==> config.mk <==
export PLATFORM = sky130hd
export DESIGN_NAME = dec_2_4_seq
export DESIGN_NICKNAME = d
export VERILOG_FILES = /design/src/rtl/dec_2_4_seq.sv
export SDC_FILE = /design/constraint.sdc
export NUM_CORES = 1
export LEC_CHECK = 0
export CORE_UTILIZATION = 24
export DETAILED_ROUTE_END_ITERATION = 8
export HOLD_SLACK_MARGIN = 0.06
export PLACE_DENSITY = 0.41
export RECOVER_POWER = 25
export SYNTH_ARGS = -nofsm -noshare
export SYNTH_HDL_FRONTEND = slang
export SYNTH_SLANG_ARGS = --single-unit
==> constraint.sdc <==
create_clock -name clk -period 2.9 [get_ports clk]
set_input_delay 0.58 -clock clk [delete_from_list [all_inputs] [get_ports clk]]
set_output_delay 0.58 -clock clk [all_outputs]
set_load 0.02 [all_outputs]
==> src/rtl/dec_2_4_seq.sv <==
// Sequenced 2-to-4 decoder: latches a code on valid/ready, drives d one-hot for HOLD_CYCLES, then GAP_CYCLES of zero. Optional parity check under DEC_PARITY_EN.
// Latency: d is one-hot the cycle after the accept; one code per HOLD_CYCLES+GAP_CYCLES+1 cycles.
// Backpressure: in_ready is low outside IDLE and while rst is high; in_valid is ignored while busy.
module dec_2_4_seq #(
  parameter int HOLD_CYCLES = 4,
  parameter int GAP_CYCLES  = 1,
  parameter int CNT_W       = 8
) (
  input  logic             clk,
  input  logic             rst,
  input  logic [1:0]       a,
`ifdef DEC_PARITY_EN
  input  logic             a_par,
  output logic             par_err,
`endif
  input  logic             in_valid,
  output logic             in_ready,
  output logic [3:0]       d,
  output logic             d_valid,
  output logic [CNT_W-1:0] dec_count,
  output logic             busy
);

  localparam int HW = $clog2(HOLD_CYCLES);
  localparam int GW = $clog2(GAP_CYCLES + 1);
  localparam int CW = (HW > GW) ? ((HW > 1) ? HW : 1) : ((GW > 1) ? GW : 1);

  typedef enum logic [1:0] {IDLE, DRIVE, GAP} state_t;

  state_t           state_q, state_d;
  logic [CW-1:0]    cnt_q, cnt_d;
  logic [3:0]       d_q, d_d;
  logic             vld_q, vld_d;
  logic [CNT_W-1:0] count_q, count_d;
  logic             drop_q, drop_d;
  logic             par_ok;
  logic             accept;

  assign in_ready = (state_q == IDLE) && !rst;
  assign accept   = in_valid && in_ready;

`ifdef DEC_PARITY_EN
  logic perr_q;

  assign par_ok = (a_par == ^a);

  always_ff @(posedge clk) begin
    if (rst) begin
      perr_q <= 1'b0;
    end else begin
      perr_q <= accept && !par_ok;
    end
  end

  assign par_err = perr_q;
`else
  assign par_ok = 1'b1;
`endif

  always_comb begin
    state_d = state_q;
    cnt_d   = cnt_q;
    d_d     = d_q;
    vld_d   = vld_q;
    count_d = count_q;
    drop_d  = drop_q;
    case (state_q)
      IDLE: begin
        if (accept) begin
          state_d = DRIVE;
          cnt_d   = CW'(HOLD_CYCLES - 1);
          // A code with bad parity still consumes a full slot but drives nothing.
          d_d     = par_ok ? (4'b0001 << a) : 4'b0000;
          vld_d   = par_ok;
          drop_d  = !par_ok;
        end
      end
      DRIVE: begin
        if (cnt_q == '0) begin
          d_d    = 4'b0000;
          vld_d  = 1'b0;
          drop_d = 1'b0;
          if (!drop_q) begin
            count_d = count_q + CNT_W'(1);
          end
          if (GAP_CYCLES > 0) begin
            state_d = GAP;
            cnt_d   = CW'(GAP_CYCLES - 1);
          end else begin
            state_d = IDLE;
          end
        end else begin
          cnt_d = cnt_q - CW'(1);
        end
      end
      GAP: begin
        if (cnt_q == '0) begin
          state_d = IDLE;
        end else begin
          cnt_d = cnt_q - CW'(1);
        end
      end
      default: state_d = IDLE;
    endcase
  end

  always_ff @(posedge clk) begin
    if (rst) begin
      state_q <= IDLE;
      cnt_q   <= '0;
      d_q     <= 4'b0000;
      vld_q   <= 1'b0;
      count_q <= '0;
      drop_q  <= 1'b0;
    end else begin
      state_q <= state_d;
      cnt_q   <= cnt_d;
      d_q     <= d_d;
      vld_q   <= vld_d;
      count_q <= count_d;
      drop_q  <= drop_d;
    end
  end

  assign d         = d_q;
  assign d_valid   = vld_q;
  assign dec_count = count_q;
  assign busy      = (state_q != IDLE);

endmodule
==> impl_metrics.toml <==
[global_routing]
grt_overflow = 0
antenna_found_initial = 0
grt_pass1_wl_um = 3139
grt_pass1_vias = 676
grt_start_max_net_pins = 20
grt_usage_pct = 10.16

[critical_path]
reg2reg_slack_ps = 1280
r2r_start = "state_q[1]"
slowest_stage = "clkdlybuf4s50_1"
critPathTopFamily = "buffers and inverters"
cp_data_required_time_ps = 2320
crit_start = "state_q[1]"
crit_buf_inv = 3
rr_worst_depth = 6
crit_fanout = 6
cpPeakStageDelay_ps = 610
worstSetupPathType = "reg -> out"
crit_top_cell = "inv_1"
rr_endpoint = "dec_count[7]"
end_kind = "primary output"
arrival_ps = 1870
start_kind = "register"
path_cells = "inv_1 -> ha_1 -> inv_1 -> nor2_1 -> clkdlybuf4s50_1"

[sta]
rsz0062_at_grt = "false"
slew_violations = 0
finClkSkew_ps = 2.297
fmaxAchievable_mhz = 408.5
setup_viol = 0
fin_crit_ps = 2448
max_slew.worst_pin.slew_ps = 447.1
setup_tns_ps = 0
relSlewSlack_pct = 70.17
worst_slack_ps = 451.8
period_share_pct = 84.42
hold_violations = 0

[place]
pre_cts_ws_ps = 633.2
dp_hpwl_um = 1365
place.gp.congestion = 0.6540
numPortBuffers = 19

[drt]
dr.pass1.iters = 4
vias = 704
via_per_inst = 4.400
routed_wl_um = 1819
drc = 0
postRouteAntennaNets = 0
wire_per_inst_um = 11.37
drt_iter0_drc = 22

[clocking]
cts_inserted_buffers = 3
clock_sinks = 17
clock_latency_ps = 250
cts_resized = 0
cts_tree = "built"
htreeDepth = 1
cts_root_buf = "clkbuf_8"
cts_hold_buffers = 0
cts_post_setup_buffers_inserted = 0
clock_path_buffers = 2
cts.clk_slew.worst_paths_ps = 70

[pwr]
swShare_pct = 38.15
p_int_uw = 580.3
power.switching_uw = 358.0
pwr-share-clk_pct = 18.9
p_per_area_nw_per_um2 = 791.9
leakage_uw = 0.0004767
p_comb_share_pct = 47.7
power_frac_seq_pct = 33.4
irDropWorstVdd_v = 0.0003831

[die]
die_w_um = 63.35
die_h_um = 63.35
start_util_pct = 26.05
rows = 21
boundaryPins = 20
die_area_um2 = 4013
fp.coreArea_um2 = 3468

[synth]
yosys.area.top_type = "dfxtp_1"
postSynthCellCount = 93
yosys.area.top_type_share_pct = 37.67
synth_enable_flop_cells = 0
yosysWarnings = 0
netlist_top_cells_area = "dfxtp_1 38%, ha_1 15%, nor2_1 7.1%, xor2_1 5.8%, mux2i_1 4.4%"
async_flop_share_pct = 0
netlist-cell-type-count = 25
syn_area_per_cell_um2 = 9.714
synth_nets = 109
syn_area_um2 = 903.4
yosysSeqAreaShare_pct = 37.67
ys_top_cells_by_count = "17 x dfxtp_1, 17 x nor2_1, 11 x ha_1, 7 x inv_1, 6 x xor2_1"
ys_ff_latch = 17
synthFlopType = "dfxtp_1"

[layout]
finish.utilization_pct = 34.16
fillCellCount = 382
drive_above_1_share_pct = 7.018
area_growth_pct = 31.16
nets = 131
diodes = 0

[run_status]
status = "completed"

[hold_path]
worstHoldStart = "d[0]"
hold_path_depth = 2
hp-class = "reg -> reg"
worstHoldEndpoint = "d[0]"

[flow_run]
maxCapViolCount = 0
[layout make-up]
type,instances,area (um^2),share of cell area (%)
flip-flops and latches,17,340.3,28.72
multi-input cells,66,518.0,43.72
clock buffers,4,45.04,3.801
inverters,7,26.28,2.218
well taps,46,57.56,4.857
repair buffers,20,197.7,16.68
[kinds of logic after synthesis]
kind of cell / Yosys count / share of synthesized area, %
fa+ha+maj: 11 / 15.24
simple gates: 32 / 18.42
flops: 17 / 37.67
buf+inv: 10 / 4.986
mux: 4 / 4.432
xor+xnor: 7 / 6.787
compound gates: 12 / 12.47
[power by group through the flow]
| stage | Sequential (uW) | Clock (uW) | Combinational (uW) |
|---|---|---|---|
| 2_1_floorplan | 331 | 0 | 313 |
| 3_3_place_gp | 317 | 0 | 448 |
| 3_5_place_dp | 319 | 0 | 452 |
| 4_1_cts | 314 | 187 | 456 |
| 5_1_grt | 322 | 202 | 490 |
| 6_report | 313 | 177 | 448 |
[tightest hold or removal path: stages, from the launching register on]
cell and delay [ps]:
dfxtp_1 310, nand2_1 60, a21oi_1 50
[how the worst max path moves through the flow]
stage / endpoint / slack (ps) / cells past startpoint
after floorplan: in_ready / 1100 / 3
after global routing: in_ready / 290 / 5
final: in_ready / 450 / 5
after global placement: in_ready / 630 / 3
after detailed placement: in_ready / 630 / 3
after CTS: in_ready / 410 / 5
[through the flow]
step           hold WS [ps]  instance area, um^2  power, uW  instances
6_report              460.9                 1185      938.3        160
5_1_grt               507.4                 1185       1013        160
4_1_cts               461.8                 1185      956.7        160
3_5_place_dp          451.7                 1140      770.6        156
3_3_place_gp          441.4                 1140      765.7        156
2_1_floorplan         492.2                903.4      644.4         93
[metal layers]
layer | global-route usage (%) | part of all wire, % | up-vias
met3 | 2.536 | 4.2 | 2
met4 | 5.966 | 0.93 | 0
met5 | 0 | 0 | -
li1 | - | - | 359
met1 | 11.54 | 47 | 329
met2 | 17.02 | 47 | 14
[placed cells by master, fill, tap and decap left out, drive strengths merged]
cell type / n
a21o: 1
a21oi: 2
a221oi: 1
a22oi: 1
a2bb2oi: 2
a311oi: 2
a31o: 1
a32oi: 2
and2: 1
and3: 2
and4bb: 1
buf: 1
clkbuf: 4
clkdlybuf4s50: 19
dfxtp: 17
ha: 11
inv: 7
mux2i: 4
nand2: 4
nand2b: 1
nand3b: 1
nand4: 4
nor2: 17
nor2b: 1
xnor2: 1
xor2: 6
[state kept, by name (all words and copies together), names as in the netlist]
| name | cells |
|---|---|
| cnt_q | 2 |
| d | 4 |
| d_valid | 1 |
| dec_count | 8 |
| state_q | 2 |
Power figures use the tool's default switching activity.
